--- src/rtl/clk_pkg.sv ---
// Shared types and constants for the HH:MM:SS clock with set mode.
// Latency: n/a (package only).
// Backpressure: n/a (package only).
package clk_pkg;

    // Values match the externally visible mode encoding.
    typedef enum logic [1:0] {
        ST_RUN     = 2'd0,
        ST_SET_HR  = 2'd1,
        ST_SET_MIN = 2'd2,
        ST_SET_SEC = 2'd3
    } state_e;

    localparam logic [7:0] SEG_BLANK  = 8'hFF;
    localparam int         NUM_DIGITS = 6;

    // Field limits used by the BCD increment helpers.
    localparam logic [3:0] UNITS_MAX    = 4'd9;
    localparam logic [3:0] TENS60_MAX   = 4'd5;
    localparam logic [3:0] HR_T_MAX     = 4'd2;
    localparam logic [3:0] HR_U_MAX_TOP = 4'd3;

    typedef struct packed {
        logic [3:0] hr_t;
        logic [3:0] hr_u;
        logic [3:0] min_t;
        logic [3:0] min_u;
        logic [3:0] sec_t;
        logic [3:0] sec_u;
    } bcd_time_t;

    // {tens, units} modulo-60 BCD increment; 59 wraps to 00.
    function automatic logic [7:0] inc_sixty(input logic [7:0] tu);
        logic [3:0] t;
        logic [3:0] u;
        t = tu[7:4];
        u = tu[3:0];
        if (u != UNITS_MAX) begin
            u = u + 4'd1;
        end else begin
            u = 4'd0;
            t = (t == TENS60_MAX) ? 4'd0 : t + 4'd1;
        end
        return {t, u};
    endfunction

    // {tens, units} hours BCD increment; 23 wraps to 00.
    function automatic logic [7:0] inc_hours(input logic [7:0] tu);
        logic [7:0] r;
        if (tu == {HR_T_MAX, HR_U_MAX_TOP}) begin
            r = 8'h00;
        end else if (tu[3:0] == UNITS_MAX) begin
            r = {tu[7:4] + 4'd1, 4'd0};
        end else begin
            r = {tu[7:4], tu[3:0] + 4'd1};
        end
        return r;
    endfunction

endpackage

--- src/rtl/seg7_decode.sv ---
// BCD digit to active-low 7-segment pattern (a..g, dp in bit0); 10..15 blank.
// Latency: combinational.
// Backpressure: none.
// Ports: bcd (4-bit digit in), seg (8-bit active-low segments out).
module seg7_decode
    import clk_pkg::*;
(
    input  logic [3:0] bcd,
    output logic [7:0] seg
);

    always_comb begin
        seg = SEG_BLANK;
        case (bcd)
            4'd0:    seg = 8'h03;
            4'd1:    seg = 8'h9F;
            4'd2:    seg = 8'h25;
            4'd3:    seg = 8'h0D;
            4'd4:    seg = 8'h99;
            4'd5:    seg = 8'h49;
            4'd6:    seg = 8'hC1;
            4'd7:    seg = 8'h1F;
            4'd8:    seg = 8'h01;
            4'd9:    seg = 8'h19;
            default: seg = SEG_BLANK;
        endcase
    end

endmodule

--- src/rtl/time_set_ctrl.sv ---
// 24h BCD clock with RUN/SET_HR/SET_MIN/SET_SEC modes and a 6-digit multiplexed display.
// Latency: mode/tick zero-cycle from state; an/ca registered one cycle after digit index.
// Backpressure: none; buttons are debounced levels sampled every cycle, one press per rising edge.
// Ports: clk, rst (sync, active-high), btn_mode, btn_inc in; an, ca (active-low), mode, tick out.
module time_set_ctrl
    import clk_pkg::*;
#(
    parameter int CLK_HZ   = 100_000_000,
    parameter int SCAN_DIV = 100_000
) (
    input  logic       clk,
    input  logic       rst,
    input  logic       btn_mode,
    input  logic       btn_inc,
    output logic [7:0] an,
    output logic [7:0] ca,
    output logic [1:0] mode,
    output logic       tick
);

    localparam int PS_W = (CLK_HZ > 1) ? $clog2(CLK_HZ) : 1;
    localparam int SC_W = (SCAN_DIV > 1) ? $clog2(SCAN_DIV) : 1;
    localparam logic [PS_W-1:0] PS_LAST  = PS_W'(CLK_HZ - 1);
    localparam logic [PS_W-1:0] PS_HALF  = PS_W'(CLK_HZ / 2);
    localparam logic [SC_W-1:0] SC_LAST  = SC_W'(SCAN_DIV - 1);
    localparam logic [2:0]      IDX_LAST = 3'(NUM_DIGITS - 1);

    // ---------------- press detect ----------------
    // The *_blk flags capture a button that is already held while in reset,
    // so it does not register as a press once reset releases.
    logic mode_q, inc_q, mode_blk, inc_blk;
    logic mode_press, inc_press;

    always_ff @(posedge clk) begin
        if (rst) begin
            mode_q   <= 1'b0;
            inc_q    <= 1'b0;
            mode_blk <= btn_mode;
            inc_blk  <= btn_inc;
        end else begin
            mode_q   <= btn_mode;
            inc_q    <= btn_inc;
            mode_blk <= mode_blk & btn_mode;
            inc_blk  <= inc_blk & btn_inc;
        end
    end

    assign mode_press = btn_mode & ~mode_q & ~mode_blk;
    assign inc_press  = btn_inc & ~inc_q & ~inc_blk;

    // ---------------- FSM + timekeeping ----------------
    state_e    state_q, state_d;
    bcd_time_t tm_q, tm_d;
    logic [PS_W-1:0] ps_q;
    logic            ps_clr;

    assign tick = (ps_q == PS_LAST);
    assign mode = state_q;

    always_ff @(posedge clk) begin
        if (rst) begin
            state_q <= ST_RUN;
            tm_q    <= '0;
            ps_q    <= '0;
        end else begin
            state_q <= state_d;
            tm_q    <= tm_d;
            ps_q    <= (ps_clr || tick) ? '0 : ps_q + PS_W'(1);
        end
    end

    always_comb begin
        state_d = state_q;
        tm_d    = tm_q;
        ps_clr  = 1'b0;

        if (mode_press) begin
            case (state_q)
                ST_RUN:     state_d = ST_SET_HR;
                ST_SET_HR:  state_d = ST_SET_MIN;
                ST_SET_MIN: state_d = ST_SET_SEC;
                default: begin
                    // Leaving set mode restarts the second so the first tick is a full period away.
                    state_d = ST_RUN;
                    ps_clr  = 1'b1;
                end
            endcase
        end

        // A mode press in the same cycle swallows any inc press.
        case (state_q)
            ST_RUN: begin
                if (tick) begin
                    {tm_d.sec_t, tm_d.sec_u} = inc_sixty({tm_q.sec_t, tm_q.sec_u});
                    if ({tm_q.sec_t, tm_q.sec_u} == {TENS60_MAX, UNITS_MAX}) begin
                        {tm_d.min_t, tm_d.min_u} = inc_sixty({tm_q.min_t, tm_q.min_u});
                        if ({tm_q.min_t, tm_q.min_u} == {TENS60_MAX, UNITS_MAX}) begin
                            {tm_d.hr_t, tm_d.hr_u} = inc_hours({tm_q.hr_t, tm_q.hr_u});
                        end
                    end
                end
            end
            ST_SET_HR: begin
                if (inc_press && !mode_press)
                    {tm_d.hr_t, tm_d.hr_u} = inc_hours({tm_q.hr_t, tm_q.hr_u});
            end
            ST_SET_MIN: begin
                if (inc_press && !mode_press)
                    {tm_d.min_t, tm_d.min_u} = inc_sixty({tm_q.min_t, tm_q.min_u});
            end
            default: begin
                if (inc_press && !mode_press)
                    {tm_d.sec_t, tm_d.sec_u} = inc_sixty({tm_q.sec_t, tm_q.sec_u});
            end
        endcase
    end

    // ---------------- display scan ----------------
    logic [SC_W-1:0] sc_q;
    logic [2:0]      idx_q;
    logic [3:0]      digit;
    logic            blank;
    logic [7:0]      seg;

    always_ff @(posedge clk) begin
        if (rst) begin
            sc_q  <= '0;
            idx_q <= 3'd0;
        end else if (sc_q == SC_LAST) begin
            sc_q  <= '0;
            idx_q <= (idx_q == IDX_LAST) ? 3'd0 : idx_q + 3'd1;
        end else begin
            sc_q  <= sc_q + SC_W'(1);
        end
    end

    always_comb begin
        digit = 4'hF;
        case (idx_q)
            3'd0:    digit = tm_q.sec_u;
            3'd1:    digit = tm_q.sec_t;
            3'd2:    digit = tm_q.min_u;
            3'd3:    digit = tm_q.min_t;
            3'd4:    digit = tm_q.hr_u;
            3'd5:    digit = tm_q.hr_t;
            default: digit = 4'hF;
        endcase

        // Selected field flashes off during the second half of each second.
        blank = 1'b0;
        if (ps_q >= PS_HALF) begin
            case (state_q)
                ST_SET_HR:  blank = (idx_q >= 3'd4);
                ST_SET_MIN: blank = (idx_q == 3'd2) || (idx_q == 3'd3);
                ST_SET_SEC: blank = (idx_q <= 3'd1);
                default:    blank = 1'b0;
            endcase
        end
    end

    seg7_decode u_seg7_decode (
        .bcd (digit),
        .seg (seg)
    );

    always_ff @(posedge clk) begin
        if (rst) begin
            an <= 8'hFF;
            ca <= SEG_BLANK;
        end else begin
            an <= ~(8'd1 << idx_q);
            ca <= blank ? SEG_BLANK : seg;
        end
    end

endmodule

--- config.mk ---
export PLATFORM = sky130hd
export DESIGN_NAME = time_set_ctrl
export DESIGN_NICKNAME = d
export VERILOG_FILES = /design/src/rtl/clk_pkg.sv /design/src/rtl/seg7_decode.sv /design/src/rtl/time_set_ctrl.sv
export SDC_FILE = /design/constraint.sdc
export NUM_CORES = 1
export LEC_CHECK = 0
export ABC_AREA = 1
export CAP_MARGIN = 20
export CORE_MARGIN = 3
export CORE_UTILIZATION = 60
export DETAILED_ROUTE_END_ITERATION = 12
export PLACE_DENSITY = 0.81
export SETUP_SLACK_MARGIN = 0.2
export SYNTH_ARGS = -nofsm -noshare
export SYNTH_HDL_FRONTEND = slang
export SYNTH_SLANG_ARGS = --single-unit
--- constraint.sdc ---
create_clock -name clk -period 2.47 [get_ports clk]
set_input_delay 0.247 -clock clk [delete_from_list [all_inputs] [get_ports clk]]
set_output_delay 0.247 -clock clk [all_outputs]
set_load 0.01 [all_outputs]
-- After elaboration in Yosys (flattened, before gate mapping)
Memory sizes are Yosys's and may differ from the RTL's. A register that Yosys moved wholly into a read port is not among the register bits.
Index checks and enable logic that the tools add are counted.
- output and inout port bits: 19
- register bits after elaboration: 93
- input bits: 4
- memories kept: 1
- word-level logic and storage cells: 108
- ROM bits: 112
- reductions and logical operators: 17
- mux-type cells: 26
- bitwise gates (word level): 12
- $lt $le $gt $ge: 3
- shift operators: 1
- add/sub/neg operators: 9
- equal/unequal tests: 23
- memory list (memory ; depth ; width ; read ports ; clocked after Yosys merged registers in ; wr ports ; RTL line ; text):
    (name not given) ; 16 ; 7 ; 1 ; 1 ; 0 ; seg7_decode.sv:14 ; case (bcd)
- operators with widths (kind ; number):
    8-bit 2-to-1 mux ; 6
    8-bit one-hot mux with 2 select lines ; 3
    27-bit by 1-bit adder with 27-bit output (second input constant) ; 1
    27-bit equality test (second input constant) ; 1
    27-bit by 26-bit >= comparator with 1-bit output (second input constant) ; 1
    4-bit by 1-bit adder with 4-bit output (second input constant) ; 6
    24-bit 2-to-1 mux ; 1
    4-bit 2-to-1 mux ; 6
    4-bit one-hot mux with 6 select lines ; 1
    17-bit by 1-bit adder with 17-bit output (second input constant) ; 1
    17-bit equality test (second input constant) ; 1
    8-bit by 7-bit equality test with 1-bit output (second input constant) ; 2
    16-bit 2-to-1 mux ; 1
    2-bit inequality test (second input constant) ; 5
    4-bit by 3-bit equality test with 1-bit output (second input constant) ; 2
    8-bit by 6-bit equality test with 1-bit output (second input constant) ; 1
    4-bit inequality test (second input constant) ; 2
    8-bit NOT ; 1
    2-bit OR reduction ; 4
    1-bit by 3-bit << shifter with 8-bit output (first input constant) ; 1
    1-bit bitwise AND ; 6
    3-bit by 2-bit equality test with 1-bit output (second input constant) ; 2
    3-bit equality test (second input constant) ; 2
    2-bit one-hot mux with 3 select lines ; 1
    other kinds (21) ; 33

-- Logic depth before layout (Yosys ltp)
Gate-level depths: netlist of run 1.
- word-level depth: 7
- gate-level depth with buffers: 13
- mapped depth without buffers: 12

-- Hierarchy
From an unflattened synthesis of run 1, not the netlist that was laid out.
- cells, all modules: 720
- area, all modules: 4963.5 um^2
- by module, submodules not included (module ; area each (um^2) ; cells an instance ; times used ; seq. area each (um^2)):
    time_set_ctrl ; 4775.8 ; 685 ; 1 ; 1861.8
    seg7_decode ; 187.7 ; 35 ; 1 ; 0.0

-- Worst setup path before layout of run 1
OpenSTA, ideal clock, no wires.
- kind: register to register
- start point: register idx_q[2]
- end point: register ca[4]
- required time: 2328 ps
- arrival time: 1745 ps
- path slack: 583 ps
- stages on the path, launching flop included: 13
- path buffers: 1
- clock period less this slack: 1887 ps
- setup time: 142 ps
- cells stage by stage: dfxtp_1 -> buf_2 -> inv_2 -> ha_1 -> nand2_1 -> nand2_1 -> nor2_1 -> nor2b_1 -> ha_1 -> inv_1 -> nand2_1 -> nand3_1 -> nand3_1
- word-level cells in the longest chain between the ends: 5
- elaborated cells between the ends (all ways): 13
- those cells by class: order compare: 2; eq/ne: 5; mux: 3; reduce/logical: 3
- RTL lines (what ; RTL line ; text):
    start, declared ; time_set_ctrl.sv:120 ; logic [2:0] idx_q;
    start signal, assigned ; time_set_ctrl.sv:131 ; idx_q <= (idx_q == IDX_LAST) ? 3'd0 : idx_q + 3'd1;
    parallel branches: the longest is 5 deep, another holds 3-bit by 1-bit less-or-equal comparator with 1-bit output ; n/a ;
    end, declared ; time_set_ctrl.sv:16 ; output logic [7:0] ca,
Parallel ways; which one is timed is not known.
A chain may end at the register's enable or synchronous reset.

-- Worst setup path in the final report of run 1
- start point: register ps_q[0]
- end point: output tick
- word-level cells in the longest chain between the ends: 1
- RTL lines (what ; RTL line ; text):
    start, declared ; time_set_ctrl.sv:54 ; logic [PS_W-1:0] ps_q;
    start signal, assigned ; time_set_ctrl.sv:68 ; ps_q <= (ps_clr || tick) ? '0 : ps_q + PS_W'(1);
    27-bit equality test ; time_set_ctrl.sv:57 ; assign tick = (ps_q == PS_LAST);
    end, declared ; time_set_ctrl.sv:18 ; output logic tick
No other way between the ends.

==> results by group, run 1 <==
Worst setup path
  – Critical-path cell list: ha_1 > nand2_1 > nor2_2 > nand2_2 > nor2_2 > nand2_2 > inv_1 > dlygate4sd2_1
  – CP top delay family: simple AND/OR/NAND/NOR gates
  – Crit Path Category: flop to primary output
  – CP bufs+invs: 2
  – Crit path capture type: primary output
  – CP Max Fanout: 5
  – Crit start category: flop
  – WP data required: 2220 ps
  – CP peak stage delay: ~380 ps
  – Worst EP arrival: ~1800 ps
  – Crit path max-delay cell type: dfxtp_2

Run
  – Max cap viols: 0

STA
  – Setup TNS: 0 ps
  – Worst Tran Pin Value: between 500 and 600 ps
  – Period utilization: 0.828
  – Final hold viol count: 0
  – Slew margin rel.: 0.627
  – Worst Setup Slack, final: around 420 ps
  – Peak Freq: roughly 500 MHz
  – Final setup fails: 0
  – Slew Viols, Final: 0
  – Post-route clock skew: 11.4 ps
  – RSZ-0062 raised after global routing: no
  – Fin crit period: around 2000 ps

Min path
  – Hold crit path type: flop to flop

Power and ir drop
  – Max VDD drop: between 0.3 and 0.4 mV
  – Clock share of power: 0.409
  – Internal: between 0.002 and 0.0025 W
  – Power per cell area: between 500 and 600 nW/um^2
  – Net Sw Power: between 0.0007 and 0.0008 W
  – Leakage: roughly 2.1 nW
  – Combinational fraction of design power: 0.085
  – Sw frac: 0.240
  – Sequential Power Share: 0.506

Synthesis
  – Mean Syn Cell Area: ~6.8 um^2
  – Syn Std Cell Area: between 4000 and 5000 um^2
  – Syn nets: 754
  – Post-Syn Instances: roughly 730
  – Ys Warns: 0
  – Area contributors post-synth: dfxtp_1 37%, nand2_1 13%, nand3_1 6.7%
  – Flops & latches, synth: 92
  – Share of synthesized area occupied by flip-flops and latches: 0.369
  – Top cell type's share of synthesized area: 0.369
  – Unique masters post-synth: 42
  – Post-synth top area cell: dfxtp_1

Placement
  – RD Place Congestion: roughly 0.89
  – Setup WS pre-CTS: 325 ps
  – Buffers added on ports: 21
  – Post-DP HPWL: approximately 8000 um

Routing
  – DRC errors left: 0
  – Post-Route WL: 10900 um
  – TritonRoute pass-1 iters: 5
  – Vias per cell: between 5 and 6
  – ANT nets after route: 0
  – Via count: about 4700
  – Routed WL per cell: about 13 um
  – DRT iter0 DRCs: between 200 and 300

Layout
  – Area of the multi-input gates: between 2000 and 3000 um^2
  – Share of cells above drive strength 1: 0.0911
  – Fillers: between 600 and 700
  – Register area: 1850 um^2
  – Synthesis-to-finish area growth: 11.0%
  – Antenna Cells: 0
  – Final net count: around 770

Die
  – Die H: roughly 97 um
  – Core Footprint: 7890 um^2
  – FP Rows: 32
  – Die area: approximately 9400 um^2
  – Initial Utilization: 0.633
  – Die W: just under 100 um
  – Ports: 23

GRT
  – GRT overflow: 0
  – Vias in the first global route: 4168
  – All-layer global routing usage: 0.232
  – Initial antenna violation count: 0
  – First-pass GRT wire length: about 19000 um
  – Largest net degree at the start of global routing: 28

CTS
  – Clk pin slew, worst setup/hold paths: ~90 ps
  – Clock buffer count from CTS: 9
  – # H-tree levels: 3
  – CTS tree: done
  – Post-cts hold buffer count: 0
  – Clk root buf: clkbuf_8
  – Clock Latency Late Sink: around 360 ps
  – Clock Path Buffers: 2
  – Clock Sinks: 92

Run status
  – Status: finished clean
-- path summary, 6_finish.rpt --
kind	slack [ps]	cells past startpoint	startpoint	end
setup / recovery	420	8	ps_q[0]$_SDFF_PP0_	tick
hold / removal	440	1	sc_q[0]$_SDFF_PP0_	sc_q[0]$_SDFF_PP0_
setup reg to reg	420	12	idx_q[0]$_SDFFE_PP0P_	ca[4]$_SDFF_PP1_
hold reg to reg	440	1	sc_q[0]$_SDFF_PP0_	sc_q[0]$_SDFF_PP0_
-- layout by cell type, fill, tap and decap left out, types with 2 or more instances in the layout --
master             n
or2_0              2
buf_4              4
ha_1              18
nand2_1          177
nand2_2            8
inv_2             11
nand3_1           67
clkbuf_8          10
o21ai_0           16
or2_2              4
dfxtp_1           89
bufinv_16          3
nand3_2            3
clkdlybuf4s50_1   20
xnor2_1            2
inv_1             82
nor3_2             2
nor3b_1            6
nor2_1            84
nand3b_1           4
a21oi_1           48
xor2_1            17
nor4_1             2
nor3_4             3
nor3_1            16
dfxtp_4            2
nor2_2            12
nand4_1           26
-- repair_timing --
| action | in CTS | in global routing |
|---|---|---|
| setup endpoints to repair | 1 | 6 |
| buffers inserted | 0 | 0 |
| resized for setup | 2 | 8 |
-- area by class of cell --
class                           instances  share of cell area
Multi-Input combinational cell        530               0.491
Sequential cell                        92               0.334
Inverter                               94              0.0637
Timing Repair Buffer                   25              0.0432
Clock buffer                           10              0.0249
Tap cell                              102              0.0230
Clock inverter                          6              0.0201
-- power groups by stage --
stage | Clock [W] | Combinational [W] | Sequential [W]
final | 0.00124 | 0.000258 | 0.00153
after global routing | 0.00132 | 0.000291 | 0.00154
after CTS | 0.00126 | 0.000257 | 0.00154
after detailed placement | 0 | 0.000256 | 0.00157
after global placement | 0 | 0.000248 | 0.00157
after floorplan | 0 | 0.000180 | 0.00157
-- synth_stat cells --
library cell	count
clkinv_1	1
nor3_1	16
o21bai_1	1
nand3_1	67
nor3_2	4
xor2_1	17
buf_1	1
dfxtp_1	92
nor2_1	85
nand2_1	177
xnor2_1	2
or2_2	4
clkbuf_1	4
nor3_4	1
conb_1	1
nand2_2	8
inv_1	82
buf_4	3
nor4_1	2
nand2b_1	1
or2_1	1
nand4_1	26
and3_1	1
o21ai_0	16
a31oi_1	1
or2_0	2
buf_6	2
o21ai_2	1
nand3b_1	4
inv_2	11
o22ai_1	1
a21oi_1	48
nand3_2	3
nor2_8	1
nor2b_1	1
nor3b_1	6
o21ai_1	1
a21boi_1	1
ha_1	18
buf_2	6
o31ai_1	1
nor2_2	11
-- flip-flops by register name, indices dropped and copies added (netlist names) --
name and cells:
mode_q 1, mode_blk 1, ps_q 27, inc_blk 1
an 8, sc_q 17, ca 7, tm_q 24
inc_q 1, mode 2, idx_q 3
-- worst register-to-register path: stages, from the launching register on --
cell and delay [ps]:
dfxtp_1 460, nand2_1 90, inv_1 90, ha_1 230
nand2_1 70, nand2_1 80, nor2_1 40, nand3_1 200
inv_1 100, ha_1 180, nand3b_1 180, nand3_1 110
nand3_1 70
-- per-layer routing --
layer / wire length, um / up-vias / part of all wire / track usage
met5: 0 / - / 0 / 0
met4: 97 / 0 / 0.0089 / 0.0529
met3: 785 / 13 / 0.072 / 0.0495
met2: 4850 / 155 / 0.45 / 0.364
met1: 5160 / 2121 / 0.47 / 0.327
li1: - / 2393 / - / -
-- cells by family after synthesis --
family	Yosys count	synth area share
adders and majority gates	18	0.0451
DFF	92	0.369
other	1	0.000752
AOI/OAI and AO/OA	71	0.0740
and+or+nand+nor	421	0.388
buffers and inverters	110	0.0895
xor gates and xnor gates	19	0.0334
-- per-stage QoR --
step	std cells	power, W	cell area [um^2]	util	hold WS (ps)
after global routing	859	0.00315	5540	0.702	463
final	859	0.00303	5540	0.702	444
after global placement	843	0.00182	5260	0.667	431
after CTS	859	0.00305	5510	0.699	446
after detailed placement	843	0.00183	5260	0.667	434
after floorplan	732	0.00175	4990	-	364
Power figures use the tool's default switching activity.
==> run 2, diff against run 1 <==
Clock period 2.47 ns to 2.08 ns, I/O delays scaled along.
==> run 2 against run 1 <==
Cell count grew 2.1%; core utilization increased by 2.5 points; final area grew 3.6%; global-route usage is 0.40 points higher; total power up 8.7%; register-to-register slack got worse by 170 ps; combinational power rose by 34%; critical path depth is 2 higher; non-clock buffer count increased by 18; largest power group unchanged; highest routed layer unchanged.
==> results by group, run 2 (synthesis results as in run 1) <==
Run status
  – Status: finished clean (unchanged)

Routing
  – Routed WL per cell: 13.0 um (was 12.7 um)
  – ANT nets after route: 0 (unchanged)
  – DRT iter0 DRCs: 390 (was 289)
  – Via count: 4870 (was 4682)
  – TritonRoute pass-1 iters: 4 (was 5)
  – Post-Route WL: 11400 um (was 10900 um)
  – DRC errors left: 0 (unchanged)
  – Vias per cell: 5.55 (was 5.45)

Worst setup path
  – Worst setup endpoint: ca[7]$_SDFF_PP1_ (was tick)
  – CP Max Fanout: 6 (was 5)
  – CP peak stage delay: 400 ps (was 380 ps)
  – Crit start category: flop (unchanged)
  – FF-to-FF setup slack: 250 ps (was 420 ps)
  – Critical-path cell list: buf_6 > nand3_1 > inv_1 > nand2_1 > nand3_2 > inv_2 > ha_1 > nand3b_1 > nand3_1 > nand3_1 (was ha_1 > nand2_1 > nor2_2 > nand2_2 > nor2_2 > nand2_2 > inv_1 > dlygate4sd2_1)
  – Crit Path Category: flop to flop (was flop to primary output)
  – Worst R2R Path Depth: 10 (was 12)
  – Worst EP arrival: 2050 ps (was 1800 ps)
  – Worst flop-to-flop path startpoint: idx_q[2]$_SDFFE_PP0P_ (was idx_q[0]$_SDFFE_PP0P_)
  – Setup crit start: idx_q[2]$_SDFFE_PP0P_ (was ps_q[0]$_SDFF_PP0_)
  – WP data required: 2300 ps (was 2220 ps)
  – RR Endpoint: ca[7]$_SDFF_PP1_ (was ca[4]$_SDFF_PP1_)
  – Crit path max-delay cell type: dfxtp_4 (was dfxtp_2)
  – CP most frequent cell: nand3_1
  – Crit path capture type: flop (was primary output)

Layout
  – Max reg flops: 27 (unchanged)
  – Finished Cell Area: 5740 um^2 (was 5540 um^2)
  – Commonest non-fill, non-tap cell in the layout: nand2_1 (unchanged)
  – Final net count: 792 (was 774)
  – Fin util: 0.727 (was 0.702)
  – Synthesis-to-finish area growth: 15.0% (was 11.0%)
  – Fillers: 617 (was 666)
  – Regs by FF count: ps_q x27, tm_q x24, sc_q x17 (unchanged)
  – Share of cells above drive strength 1: 0.145 (was 0.0911)
  – Antenna Cells: 0 (unchanged)
  – Largest Register: ps_q (unchanged)
  – Most frequent cells in the layout: 173 x nand2_1, 87 x dfxtp_1, 80 x nor2_1 (was 177 x nand2_1, 89 x dfxtp_1, 84 x nor2_1)

Power and ir drop
  – Power per cell area: 575 nW/um^2 (was 548 nW/um^2)
  – Max VDD drop: 0.499 mV (was 0.328 mV)
  – Leakage: 2.18 nW (was 2.09 nW)
  – Final Power: 0.00330 W (was 0.00303 W)

Placement
  – RD Place Congestion: 0.897 (was 0.887)
  – Buffers added on ports: 21 (unchanged)
  – Setup WS pre-CTS: 47.7 ps (was 325 ps)
  – DP Area: 5330 um^2 (was 5260 um^2)
  – Post-DP HPWL: 8220 um (was 8120 um)

CTS
  – Clock Latency Late Sink: 360 ps (about the same)
  – Clock Sinks: 92 (unchanged)
  – Clock Path Buffers: 2 (unchanged)
  – # H-tree levels: 3 (unchanged)
  – Clock buffer count from CTS: 9 (unchanged)
  – Clk pin slew, worst setup/hold paths: 80 ps (was 90 ps)
  – Clk root buf: clkbuf_8 (unchanged)
  – CTS tree: done (unchanged)

Die
  – Core Footprint: 7890 um^2 (unchanged)
  – Die area: 9450 um^2 (unchanged)
  – Die H: 97.2 um (unchanged)
  – Ports: 23 (unchanged)
  – Die W: 97.2 um (unchanged)
  – FP Rows: 32 (unchanged)
  – Initial Utilization: 0.633 (unchanged)

GRT
  – First-pass GRT wire length: 18800 um (was 18600 um)
  – Initial antenna violation count: 0 (unchanged)
  – All-layer global routing usage: 0.236 (was 0.232)
  – Vias in the first global route: 4252 (was 4168)
  – GRT overflow: 0 (unchanged)
  – Largest net degree at the start of global routing: 21 (was 28)

STA
  – Period utilization: 0.879
  – Slew Viols, Final: 0 (unchanged)
  – Worst Setup Slack, final: 252 ps (was 424 ps)
  – Peak Freq: 547 MHz
  – Final hold viol count: 0 (unchanged)
  – Post-route clock skew: 16.2 ps (was 11.4 ps)
  – RSZ-0062 raised after global routing: yes (was no)
  – Final setup fails: 0 (unchanged)
  – Setup TNS: 0 ps (unchanged)
  – Fin crit period: between 1500 and 2000 ps

Run
  – Max cap viols: 0 (unchanged)

Min path
  – Hold-critical path depth: 3 (was 1)
  – Hold crit path type: input port to flop (was flop to flop)
## run 2: power breakdown
part           internal, W  switching (W)
Clock             0.000527       0.000602
Sequential         0.00179      0.0000273
Combinational     0.000133       0.000213
## run 2: what timing repair did
action | 4_1_cts | 5_1_grt
gates cloned | 0 | 0
gates resized for setup | 11 | 37
hold buffers | 0 | 0
pin swaps | 4 | 10
setup endpoints to repair | 7 | 28
buffers inserted | 2 | 8
## run 2: per-stage QoR
stage	hold slack [ps]	std cells
floorplan	325	732
global placement	425	851
detailed placement	438	851
CTS	409	869
global route	427	877
finish	418	877
## run 2: how the worst min path moves through the flow
stage                        from                 end  slack (ps)
6_report                 btn_mode   mode_q$_SDFF_PP0_         420
5_1_grt                   btn_inc    inc_q$_SDFF_PP0_         430
4_1_cts                  btn_mode   mode_q$_SDFF_PP0_         410
3_5_place_dp   sc_q[0]$_SDFF_PP0_  sc_q[0]$_SDFF_PP0_         440
3_3_place_gp   sc_q[0]$_SDFF_PP0_  sc_q[0]$_SDFF_PP0_         420
2_1_floorplan            btn_mode   mode_q$_SDFF_PP0_         330
## run 2: critical path: cells and delay by family (launching register included)
family | cells | cell delay (ps)
and+or+nand+nor | 6 | 770
DFF | 1 | 400
buffers and inverters | 3 | 370
adders and majority gates | 1 | 170
## run 2: cell type report
| type | instances | area, um^2 | share of cell area |
|---|---|---|---|
| multi-input cells | 530 | 2840 | 0.495 |
| flip-flops and latches | 92 | 1860 | 0.323 |
| repair buffers | 43 | 374 | 0.0652 |
| inverters | 94 | 353 | 0.0615 |
| clock buffers | 12 | 165 | 0.0288 |
| well taps | 102 | 128 | 0.0222 |
| clock inverters | 4 | 22.5 | 0.00392 |
## run 2: metal layers
metal | up-vias | part of all wire | track usage
met5 | - | 0 | 0
met4 | 0 | 0.015 | 0.0702
met3 | 21 | 0.059 | 0.0380
met2 | 169 | 0.46 | 0.378
met1 | 2249 | 0.46 | 0.326
li1 | 2431 | - | -
==> run 3, diff against run 2 <==
Settings changed: ABC_AREA 1 to 0, PLACE_DENSITY 0.81 to 0.82.
==> run 3 against run 2 <==
The flow now finishes with violations (negative setup slack); via count shrank 10%; combinational power grew 3%; maximum frequency shrank 25%; flip-flop and latch count is the same; die area shrank 9.5%; global-route usage grew 4.0 points; routed wire length grew 10%; clock power grew 16%; critical endpoint is now tm_q[1]$_SDFFE_PP0P_.
==> results by group, run 3 <==
STA
  – Peak Freq: 408 MHz (was 547 MHz)
  – Worst Setup Slack, final: -370 ps (was 252 ps)
  – Final setup fails: 59 (was 0)
  – Post-route clock skew: 8.16 ps (was 16.2 ps)
  – Final hold viol count: 0 (unchanged)
  – RSZ-0062 raised after global routing: yes (unchanged)
  – Slew Viols, Final: 0 (unchanged)
  – Period utilization: 1.18 (was 0.879)
  – Worst Tran Pin Value: approximately 730 ps
  – Slew margin rel.: 0.515
  – Fin crit period: 2450 ps (was 1830 ps)

Die
  – Die W: 92.5 um (was 97.2 um)
  – Die area: 8550 um^2 (was 9450 um^2)
  – FP Rows: 30 (was 32)
  – Core Footprint: 7020 um^2 (was 7890 um^2)
  – Ports: 23 (unchanged)
  – Die H: 92.5 um (was 97.2 um)
  – Initial Utilization: 0.639 (was 0.633)

Power and ir drop
  – Combinational fraction of design power: 0.102 (was 0.105)
  – Max VDD drop: 0.634 mV (was 0.499 mV)
  – Clock share of power: 0.375 (was 0.342)
  – Sequential Power Share: 0.524 (was 0.553)
  – Final Power: 0.00349 W (was 0.00330 W)
  – Internal: 0.00262 W (was 0.00245 W)
  – Power per cell area: 585 nW/um^2 (was 575 nW/um^2)
  – Leakage: 2.26 nW (was 2.18 nW)
  – Sw frac: 0.249 (was 0.256)
  – Net Sw Power: 0.000866 W (was 0.000842 W)

Worst setup path
  – WP data required: 2390 ps (was 2300 ps)
  – CP peak stage delay: 570 ps (was 400 ps)
  – Crit path capture type: flop (unchanged)
  – CP Max Fanout: 4 (was 6)
  – Worst EP arrival: 2760 ps (was 2050 ps)
  – Crit path max-delay cell type: or4_4 (was dfxtp_4)
  – CP top delay family: simple AND/OR/NAND/NOR gates (unchanged)
  – CP bufs+invs: 1 (was 3)
  – Crit Path Category: flop to flop (unchanged)
  – Critical-path cell list: or3b_2 > or4_4 > o41ai_4 > buf_4 > nand2_2 > or3_1 > a21oi_2 (was buf_6 > nand3_1 > inv_1 > nand2_1 > nand3_2 > inv_2 > ha_1 > nand3b_1 > nand3_1 > nand3_1)
  – Crit start category: flop (unchanged)

CTS
  – Clock Latency Late Sink: 360 ps (about the same)
  – Clk root buf: clkbuf_8 (unchanged)
  – CTS tree: done (unchanged)
  – Clock Sinks: 92 (unchanged)
  – Clock Path Buffers: 2 (unchanged)
  – Post-cts hold buffer count: 0 (unchanged)
  – # H-tree levels: 3 (unchanged)
  – Clk pin slew, worst setup/hold paths: 90 ps (was 80 ps)
  – Clock buffer count from CTS: 9 (unchanged)

GRT
  – All-layer global routing usage: 0.276 (was 0.236)
  – Initial antenna violation count: 0 (unchanged)
  – Largest net degree at the start of global routing: 18 (was 21)
  – Vias in the first global route: 4154 (was 4252)
  – First-pass GRT wire length: 19100 um (was 18800 um)
  – GRT overflow: 0 (unchanged)

Min path
  – Hold crit path type: flop to flop (was input port to flop)

Synthesis
  – Post-synth top area cell: dfxtp_1 (unchanged)
  – Share of synthesized area occupied by flip-flops and latches: 0.410 (was 0.369)
  – Area contributors post-synth: dfxtp_1 41%, nor2_1 7.5%, xnor2_1 5.5% (was dfxtp_1 37%, nand2_1 13%, nand3_1 6.7%)
  – Unique masters post-synth: 63 (was 42)
  – Flops & latches, synth: 92 (unchanged)
  – FFs w/ async S/R, synth: 0 (unchanged)
  – Syn Std Cell Area: 4490 um^2 (was 4990 um^2)
  – EDFF count, synth: 0 (unchanged)
  – Commonest cells in the netlist: 92 x dfxtp_1, 90 x nor2_1, 36 x nand2_1 (was 177 x nand2_1, 92 x dfxtp_1, 85 x nor2_1)
  – Syn nets: 549 (was 754)
  – Most common cell in the netlist: dfxtp_1 (was nand2_1)
  – Ys Warns: 0 (unchanged)
  – Most used DFF post-synth: dfxtp_1 (unchanged)
  – Mean Syn Cell Area: 8.52 um^2 (was 6.82 um^2)
  – Top cell type's share of synthesized area: 0.410 (was 0.369)
  – Post-Syn Instances: 527 (was 732)

Run status
  – Status: finished with violations (was finished clean)
  – Failing checks: negative setup slack

Layout
  – Most frequent cells in the layout: 89 x nor2_1, 87 x dfxtp_1, 69 x buf_4 (was 173 x nand2_1, 87 x dfxtp_1, 80 x nor2_1)
  – Regs by FF count: ps_q x27, tm_q x24, sc_q x17 (unchanged)
  – Commonest non-fill, non-tap cell in the layout: nor2_1 (was nand2_1)
  – Antenna Cells: 0 (unchanged)
  – Final net count: 645 (was 792)
  – Synthesis-to-finish area growth: 32.7% (was 15.0%)
  – Largest Register: ps_q (unchanged)
  – Share of cells above drive strength 1: 0.248 (was 0.145)
  – Max reg flops: 27 (unchanged)

Routing
  – ANT nets after route: 0 (unchanged)
  – Vias per cell: 6.02 (was 5.55)
  – DRC errors left: 0 (unchanged)
  – Post-Route WL: 12600 um (was 11400 um)
  – Via count: 4361 (was 4870)
  – TritonRoute pass-1 iters: 5 (was 4)
  – Routed WL per cell: 17.4 um (was 13.0 um)
  – DRT iter0 DRCs: 381 (was 390)

Run
  – Max cap viols: 0 (unchanged)

Placement
  – Post-DP HPWL: 7450 um (was 8220 um)
  – RD Place Congestion: 0.915 (was 0.897)
  – Setup WS pre-CTS: -387 ps (was 47.7 ps)
  – Buffers added on ports: 21 (unchanged)
## run 3: cell count changes after synthesis, sizes merged, moves of 9 or more
cell    previous run  this run
nand4             26        12
buf               12         3
a21oi             48        26
xnor2              2        28
nand2            185        37
nor2b              1        10
nand3             70        20
clkbuf             4        13
inv               93        22
## run 3: per-layer routing
metal  share of wire  track usage
met5               0            0
met3           0.067       0.0609
met4           0.047        0.125
met1            0.40        0.316
met2            0.49        0.488
## run 3: through the flow
stage | instance area [um^2] | util | setup TNS (ps) | cells | hold WS, ps
finish | 5960 | 0.849 | -11390 | 724 | 485
global route | 5960 | 0.849 | -13550 | 724 | 482
CTS | 5770 | 0.823 | -7300 | 719 | 458
detailed placement | 5320 | 0.758 | -5000 | 696 | 465
global placement | 5320 | 0.758 | -4140 | 696 | 443
floorplan | 4590 | - | -2390 | 527 | 326
## run 3: cell families after synthesis
group,count (synthesis),share of synthesized area
AOI/OAI and AO/OA,73,0.109
adders and majority gates,18,0.0502
other,1,0.000836
muxes,10,0.0229
and+or+nand+nor,245,0.278
DFF,92,0.410
buffers and inverters,39,0.0335
xor gates and xnor gates,49,0.0956
## run 3: power by group through the flow
stage / combinational [W] / clock (W) / sequential (W)
after floorplan: 0.000146 / 0 / 0.00186
after global placement: 0.000250 / 0 / 0.00186
after detailed placement: 0.000260 / 0 / 0.00186
after CTS: 0.000309 / 0.00132 / 0.00182
after global routing: 0.000377 / 0.00139 / 0.00183
final: 0.000355 / 0.00131 / 0.00183
## run 3: timing repair
action / in CTS / in global routing
gates cloned: 3 / 1
resized for setup: 39 / 31
setup buffers: 4 / 4
setup endpoints to repair: 58 / 77
pin swaps: 13 / 15
## run 3: worst reg2reg max path, delay by kind of cell, from the launching register on
family	cells	cell delay, ps
flip-flops	1	380
AO/OA/AOI/OAI	2	370
buffers and inverters	1	200
AND/OR/NAND/NOR	4	1450
## run 3: cell type report
type                    instances  area [um^2]
flip-flops and latches         92         1850
inverters                      23         86.3
clock buffers                  12          165
repair buffers                100          877
fillers                       374         1060
clock inverters                 4         55.1
multi-input cells             397         2810
well taps                      96          120
## run 3: path summary, 6_finish.rpt
path / startpoint / end / slack, ps / cells past startpoint
max: ps_q[18]$_SDFF_PP0_ / tm_q[1]$_SDFFE_PP0P_ / -370 / 7
max reg2reg: ps_q[18]$_SDFF_PP0_ / tm_q[1]$_SDFFE_PP0P_ / -370 / 7
min: sc_q[0]$_SDFF_PP0_ / sc_q[0]$_SDFF_PP0_ / 480 / 1
min reg2reg: sc_q[0]$_SDFF_PP0_ / sc_q[0]$_SDFF_PP0_ / 480 / 1
